**src/rtl/uart_axis_packer.sv**
```systemverilog
// Packs a UART byte stream into full-width AXI4-Stream beats with byte-accurate tkeep.
// Partial beats are flushed on idle timeout or on a done rising edge, which also sets tlast.
module uart_axis_packer #(
    parameter int unsigned C_AXIS_TDATA_WIDTH = 512,
    parameter int unsigned C_IDLE_TIMEOUT     = 1024,
    parameter int unsigned C_CNT_WIDTH        = 16
) (
    input  logic                            s_axis_aclk,
    input  logic                            rst_n,
    input  logic                            byte_valid_i,
    input  logic [7:0]                      byte_data_i,
    input  logic                            done_i,
    output logic                            m_axis_tvalid,
    input  logic                            m_axis_tready,
    output logic [C_AXIS_TDATA_WIDTH-1:0]   m_axis_tdata,
    output logic [C_AXIS_TDATA_WIDTH/8-1:0] m_axis_tkeep,
    output logic                            m_axis_tlast,
    output logic [C_CNT_WIDTH-1:0]          overflow_cnt_o,
    output logic                            busy_o
);
    localparam int unsigned NB = C_AXIS_TDATA_WIDTH / 8;
    localparam int unsigned FW = $clog2(NB + 1);
    localparam int unsigned TW = (C_IDLE_TIMEOUT > 1) ? $clog2(C_IDLE_TIMEOUT + 1) : 1;
    localparam logic [FW-1:0] FillFull = FW'(NB);
    localparam logic [TW-1:0] IdleMax  = TW'(C_IDLE_TIMEOUT);

    logic [C_AXIS_TDATA_WIDTH-1:0] acc_q, acc_d;
    logic [FW-1:0]                 fill_q, fill_d;
    logic [TW-1:0]                 idle_q, idle_d;
    logic                          last_pend_q, last_pend_d;
    logic                          done_q;
    logic                          out_valid_q, out_valid_d;
    logic [C_AXIS_TDATA_WIDTH-1:0] out_data_q, out_data_d;
    logic [NB-1:0]                 out_keep_q, out_keep_d;
    logic                          out_last_q, out_last_d;
    logic [C_CNT_WIDTH-1:0]        ovf_q, ovf_d;
    logic [NB-1:0]                 keep_fill;

    logic full, timeout, flush_req, slot_free, xfer, accept, done_rise;

    assign full      = (fill_q == FillFull);
    assign timeout   = (C_IDLE_TIMEOUT != 0) && (fill_q != '0) && !full && (idle_q == IdleMax);
    assign flush_req = full || timeout || last_pend_q;
    assign slot_free = !out_valid_q || m_axis_tready;
    assign xfer      = flush_req && slot_free;
    // A byte arriving in the transfer cycle starts the next beat rather than being dropped.
    assign accept    = byte_valid_i && (!full || xfer);
    assign done_rise = done_i && !done_q;

    always_comb begin
        for (int unsigned i = 0; i < NB; i++) begin
            keep_fill[i] = (FW'(i) < fill_q);
        end

        acc_d  = xfer ? '0 : acc_q;
        fill_d = xfer ? '0 : fill_q;
        if (accept) begin
            for (int unsigned i = 0; i < NB; i++) begin
                if (FW'(i) == fill_d) begin
                    acc_d[8*i +: 8] = byte_data_i;
                end
            end
            fill_d = fill_d + FW'(1);
        end

        idle_d = idle_q;
        if (accept || xfer) begin
            idle_d = '0;
        end else if ((fill_q != '0) && !full && (idle_q != IdleMax)) begin
            idle_d = idle_q + TW'(1);
        end

        // A repeated done edge while a flush is already pending is absorbed.
        last_pend_d = last_pend_q ? !xfer : done_rise;

        out_valid_d = out_valid_q && !m_axis_tready;
        out_data_d  = out_data_q;
        out_keep_d  = out_keep_q;
        out_last_d  = out_last_q;
        if (xfer) begin
            out_valid_d = 1'b1;
            out_data_d  = acc_q;
            out_keep_d  = keep_fill;
            out_last_d  = last_pend_q;
        end

        ovf_d = ovf_q;
        if (byte_valid_i && !accept && (ovf_q != '1)) begin
            ovf_d = ovf_q + C_CNT_WIDTH'(1);
        end
    end

    always_ff @(posedge s_axis_aclk or negedge rst_n) begin
        if (!rst_n) begin
            acc_q       <= '0;
            fill_q      <= '0;
            idle_q      <= '0;
            last_pend_q <= 1'b0;
            done_q      <= 1'b0;
            out_valid_q <= 1'b0;
            out_data_q  <= '0;
            out_keep_q  <= '0;
            out_last_q  <= 1'b0;
            ovf_q       <= '0;
        end else begin
            acc_q       <= acc_d;
            fill_q      <= fill_d;
            idle_q      <= idle_d;
            last_pend_q <= last_pend_d;
            done_q      <= done_i;
            out_valid_q <= out_valid_d;
            out_data_q  <= out_data_d;
            out_keep_q  <= out_keep_d;
            out_last_q  <= out_last_d;
            ovf_q       <= ovf_d;
        end
    end

    assign m_axis_tvalid  = out_valid_q;
    assign m_axis_tdata   = out_data_q;
    assign m_axis_tkeep   = out_keep_q;
    assign m_axis_tlast   = out_last_q;
    assign overflow_cnt_o = ovf_q;
    assign busy_o         = (fill_q != '0) || out_valid_q || last_pend_q;

endmodule

```
**config.mk**
```make
export PLATFORM = sky130hd
export DESIGN_NAME = uart_axis_packer
export DESIGN_NICKNAME = d
export VERILOG_FILES = /design/src/rtl/uart_axis_packer.sv
export SDC_FILE = /design/constraint.sdc
export NUM_CORES = 2
export LEC_CHECK = 0
export CORE_MARGIN = 10
export CORE_UTILIZATION = 45
export CTS_BUF_LIST = sky130_fd_sc_hd__clkbuf_8
export DETAILED_ROUTE_END_ITERATION = 12
export PLACE_DENSITY = 0.74
export SKIP_CTS_REPAIR_TIMING = 1
export SLEW_MARGIN = 25
export SYNTH_ARGS = -nofsm -noshare
export SYNTH_HDL_FRONTEND = slang
export SYNTH_SLANG_ARGS = --single-unit
```
**constraint.sdc**
```tcl
create_clock -name s_axis_aclk -period 7.7 [get_ports s_axis_aclk]
set_input_delay 1.54 -clock s_axis_aclk [delete_from_list [all_inputs] [get_ports s_axis_aclk]]
set_output_delay 1.54 -clock s_axis_aclk [all_outputs]
set_load 0.02 [all_outputs]
```
Yosys cells after proc, flatten, opt, wreduce, memory -nomap -nowiden
Index checks and enable logic that the tools add are counted.

Flip-flop bits (word level): 1126. Input bits: 13. Word-level logic and storage cells: 241. Output and inout bits: 595.

Equality and inequality tests: 67. Order comparisons: 64. Reductions and logical operators: 25. Mux-type cells: 72. Add/subtract/negate cells: 3.

Operator list (number): 512-bit two-way mux (2); 8-bit two-way mux (64); 6-bit by 7-bit == test with 1-bit output, first input constant (32); 6-bit by 7-bit < comparator with 1-bit output, first input constant (32); 5-bit by 7-bit == test with 1-bit output, first input constant (16); 5-bit by 7-bit < comparator with 1-bit output, first input constant (16); 4-bit by 7-bit == test with 1-bit output, first input constant (8); 4-bit by 7-bit < comparator with 1-bit output, first input constant (8); 3-bit by 7-bit == test with 1-bit output, first input constant (4); 3-bit by 7-bit < comparator with 1-bit output, first input constant (4); 11-bit two-way mux (2); 16-bit by 1-bit adder with 16-bit output, second input constant (1); 16-bit inequality test, second input constant (1); 2-bit by 7-bit == test with 1-bit output, first input constant (2); 1-bit by 7-bit < comparator with 1-bit output, first input constant (2); 2-bit by 7-bit < comparator with 1-bit output, first input constant (2); 7-bit two-way mux (2); 11-bit by 1-bit adder with 11-bit output, second input constant (1); 11-bit == test, second input constant (1); 11-bit inequality test, second input constant (1); 1-bit logical AND (9); 7-bit by 1-bit adder with 7-bit output, second input constant (1); 1-bit by 7-bit == test with 1-bit output, first input constant (1); 7-bit == test, second input constant (1); other kinds (6) (18).

Longest topological paths before layout
Depth in word-level cells: 12. Depth in mapped cells: 16. Gate-level depth less buffers: 13.

Worst setup path after synthesis
No wires, ideal clock.

Kind: input-to-reg. Start point: input m_axis_tready. End point: register acc_q[408]. Slack: 3.975 ns. Stages on the path: 12. Data arrival time: 3.588 ns. Data required time: 7.563 ns. Buffers on the path: 3. Library setup time: 0.137 ns. Path through: nand2b_1 o31ai_4 buf_4 buf_2 nand2_1 inv_1 ha_1 nand2_1 nor2_1 clkbuf_1 nand2_1 mux2i_1.

Word-level cells in the longest chain between the ends: 6. Elaborated cells on any way between the ends: 9. Classes of those cells: eq/ne: 1; mux: 4; reduce/logical: 4.

Ends and longest elaborated chain: start, declared (RTL line 14) `input logic m_axis_tready,`; 1-bit logical OR (*) (RTL line 44) `assign slot_free = !out_valid_q || m_axis_tready;`; 1-bit logical AND (*) (RTL line 45) `assign xfer = flush_req && slot_free;`; 7-bit two-way mux (RTL line 56) `fill_d = xfer ? '0 : fill_q;`; 6-bit by 7-bit == test with 1-bit output (RTL line 59) `if (FW'(i) == fill_d) begin`; 8-bit two-way mux (RTL line 59); 512-bit two-way mux (*) (RTL line 57) `if (accept) begin`; via acc_d[408] (RTL line 27) `logic [C_AXIS_TDATA_WIDTH-1:0] acc_q, acc_d;`; end signal, assigned (RTL line 95) `acc_q <= '0;`; end signal, assigned (RTL line 106) `acc_q <= acc_d;`; end, declared (RTL line 27).

The timed path passes the listed nets; every way through them passes the cells marked *. A chain may end at the register's enable or synchronous reset.

Worst setup path after layout
Start point: register fill_q[6]. End point: output busy_o.

Word-level cells in the longest chain between the ends: 3.

Ends and longest elaborated chain: start, declared (RTL line 28) `logic [FW-1:0] fill_q, fill_d;`; start signal, assigned (RTL line 107) `fill_q <= fill_d;`; 7-bit nonzero test (RTL line 124) `assign busy_o = (fill_q != '0) || out_valid_q || last_pend_q;`; 1-bit logical OR (2 in series) (RTL line 124); end, declared (RTL line 19) `output logic busy_o`.

Every way passes these cells.

==> impl_metrics.env <==
export IMPL_wl_um=144000
export IMPL_clock_sinks=1126
export IMPL_drtIter0Drc=3819
export IMPL_ir_drop_mv=0.155
export IMPL_rsz0062_at_grt="no"
export IMPL_utilization_pct=56.2
export IMPL_maxCapViolCount=0
export IMPL_fmaxAchievable_mhz=202
export IMPL_fin_cells=6746
export IMPL_regArea_um2=28200
export IMPL_dpl_worst_slack_ns=2.36
export IMPL_syn_inst=4796
export IMPL_leakagePower_uw=0.0271
export IMPL_setup_viol=0
export IMPL_row_count=115
export IMPL_drt_pass1_iterations=5
export IMPL_tns_ns=0
export IMPL_async_flop_share_pct=100
export IMPL_cts_root_buf="clkbuf_8"
export IMPL_drive_above_1_share_pct=6.99
export IMPL_place_inst=6415
export IMPL_crit_path_max_fanout=21
export IMPL_portBuffers=607
export IMPL_post_route_period_util_pct=64.4
export IMPL_cp_arrival_ns=3.42
export IMPL_postPlaceCellArea_um2=51600
export IMPL_synth_seq_area_share_pct=62.7
export IMPL_worst_path_buf_inv=1
export IMPL_slowest_delay_ns=0.65
export IMPL_place_congestion=0.814
export IMPL_synth_area_per_cell_um2=9.36
export IMPL_vias_per_cell=5.36
export IMPL_worst_pin_slew_ns=1.31
export IMPL_clock_latency_ns=0.88
export IMPL_route_vias_total=36200
export IMPL_fin_ws_ns=2.74
export IMPL_coreArea_um2=98700
export IMPL_ys_seq_elements=1126
export IMPL_finalNetCount=5333
export IMPL_worstPathRequired_ns=6.16
export IMPL_critPathSlowestCell="dfrtp_1"
export IMPL_syn_nets=4816
export IMPL_hold_viol=0
export IMPL_skew_ns=0.0405
export IMPL_design_area_um2=55400
export IMPL_grt_pass1_wl_um=217000
export IMPL_synth_area_um2=44900
export IMPL_layout_commonest_cell="nand2_1"
export IMPL_hold_class="reg2reg"
export IMPL_path_clk_slew_ns=0.06
export IMPL_die_width_um=336
export IMPL_cts_tree="yes"
export IMPL_synth_distinct_cells=51
export IMPL_start_util_pct=45.5
export IMPL_die_h_um=336
export IMPL_worst_setup_path_type="reg2out"
export IMPL_post_route_drc_count=0
export IMPL_hpwl_um=92600
export IMPL_maxSlewHeadroom_pct=12.8
export IMPL_powerDensity_nw_per_um2=249
export IMPL_detail_route_antenna_nets=0
export IMPL_status="finished, final reports clean"
export IMPL_grt_max_degree=241
export IMPL_fillers=8533
export IMPL_synth_edf_count=0
export IMPL_clockBufferDepth=3
export IMPL_cp_end_kind="output port"
export IMPL_startpoint_type="register"
export IMPL_ioPinCount=608
export IMPL_ctsHtreeMaxLevel=4
export IMPL_cp_cell_sequence="or2_2 > nor2_1 > nand3_1 > clkdlybuf4s50_1"
export IMPL_die_area_um2=113000
export IMPL_final_max_slew_viol_count=0
export IMPL_syn_to_final_growth_pct=23.5
export IMPL_cts_buffers=183
export IMPL_grt_pass1_vias=35500
export IMPL_fin_crit_ns=4.96
export IMPL_synth_top_area_share_pct=62.7
export IMPL_gr_total_overflow=0
export IMPL_final_cell_mix="nand2_1 (2,136), dfrtp_1 (1,126), clkdlybuf4s50_1 (598)"
export IMPL_post_synth_top_area_cell="dfrtp_1"
export IMPL_synthFlopType="dfrtp_1"
export IMPL_crit_family="simple AND/OR/NAND/NOR gates"
export IMPL_track_usage_pct=24.9
export IMPL_yosys_warnings=0
export IMPL_synth_area_leaders="dfrtp_1 (63%), nand2_1 (18%), a21oi_1 (3.9%)"
export IMPL_antenna_found_initial=9
export IMPL_multi_input_area_um2=15100
export IMPL_wl_per_cell_um=21.3
path summary, 6_finish.rpt:
kind                                 start                end  slack (ns)  cells past startpoint
worst min-delay path            acc_q[170]  m_axis_tdata[170]        0.43                      2
max in group asynchronous            rst_n         acc_q[305]        5.38                      2
worst max-delay path             fill_q[6]             busy_o        2.74                      4
worst min register to register  acc_q[170]  m_axis_tdata[170]        0.43                      2
min in group asynchronous            rst_n  overflow_cnt_o[0]        0.77                      1
worst max register to register   fill_q[4]  m_axis_tdata[298]        2.93                      8
cells in the mapped netlist, types with 3 or more instances:
| cell type | n |
|---|---|
| nor3_1 | 12 |
| or2_2 | 3 |
| buf_2 | 84 |
| buf_1 | 7 |
| inv_1 | 14 |
| nor2b_1 | 4 |
| or3_1 | 10 |
| a31oi_1 | 10 |
| a21oi_2 | 4 |
| nand4_1 | 11 |
| clkbuf_1 | 179 |
| mux2i_1 | 144 |
| a22o_1 | 33 |
| xor2_1 | 14 |
| dfrtp_1 | 1126 |
| and3_1 | 8 |
| a211oi_1 | 3 |
| buf_4 | 61 |
| nand2b_1 | 3 |
| a21oi_1 | 349 |
| and2_1 | 4 |
| nand2_1 | 2137 |
| buf_6 | 7 |
| o21ai_1 | 12 |
| nor2_2 | 14 |
| xnor2_1 | 15 |
| ha_1 | 7 |
| o21ai_0 | 279 |
| nor2_1 | 110 |
| o31ai_1 | 6 |
| nand3_1 | 101 |
where the power goes:
part,leakage (µW),switching (µW),internal (µW)
Clock,0.00218,2430,2910
Sequential,0.0156,288,6260
Combinational,0.00927,1330,613
Total,0.0271,4050,9780
worst register-to-register path: stages (launching register included):
cell and delay, ns:
dfrtp_1 0.67, or3_1 0.57, o2111a_1 0.37, o31ai_4 0.35, buf_4 0.71, buf_12 0.73
buf_6 1.00, nand2_1 0.20, nand2_1 0.12
layer usage:
metal / track usage, % / wire length [µm] / part of all wire [%]
met1: 32.5 / 58500 / 41
met2: 39.1 / 67500 / 47
met3: 6.57 / 12300 / 8.6
met4: 10.2 / 5270 / 3.7
met5: 0 / 12 / 0.0084
logic make-up (layout without fill, tap and decap cells):
group	Yosys count	after routing	synth area share [%]
fa+ha+maj	7	7	0.195
compound gates	707	707	8.38
other cells	0	6	0
buf+inv	353	1010	3.81
mux	146	146	3.26
simple gates	2428	2428	21.0
xor+xnor	29	29	0.566
flops	1126	1126	62.7
through the flow:
stage	power (µW)	hold slack [ns]
6_report	13800	0.434
5_1_grt	14400	0.469
4_1_cts	13900	0.433
3_5_place_dp	8570	0.430
3_3_place_gp	8540	0.413
2_1_floorplan	7590	0.410
flip-flops by register name, indices dropped and copies added (netlist names):
signal and count:
m_axis_tkeep 64, m_axis_tvalid 1, acc_q 512, m_axis_tlast 1, m_axis_tdata 512, done_q 1, fill_q 7, idle_q 11
overflow_cnt_o 16, last_pend_q 1
area by class of cell:
class	instances	share of cell area, %
inverter	15	0.102
clock inverter	90	1.03
sequential	1126	50.8
antenna	6	0.0271
clock buffer	235	5.83
multi-input combinational	3317	27.2
tap	1287	2.90
timing repair buffer	670	12.1
Note: power is estimated with default switching activity, not from simulation.
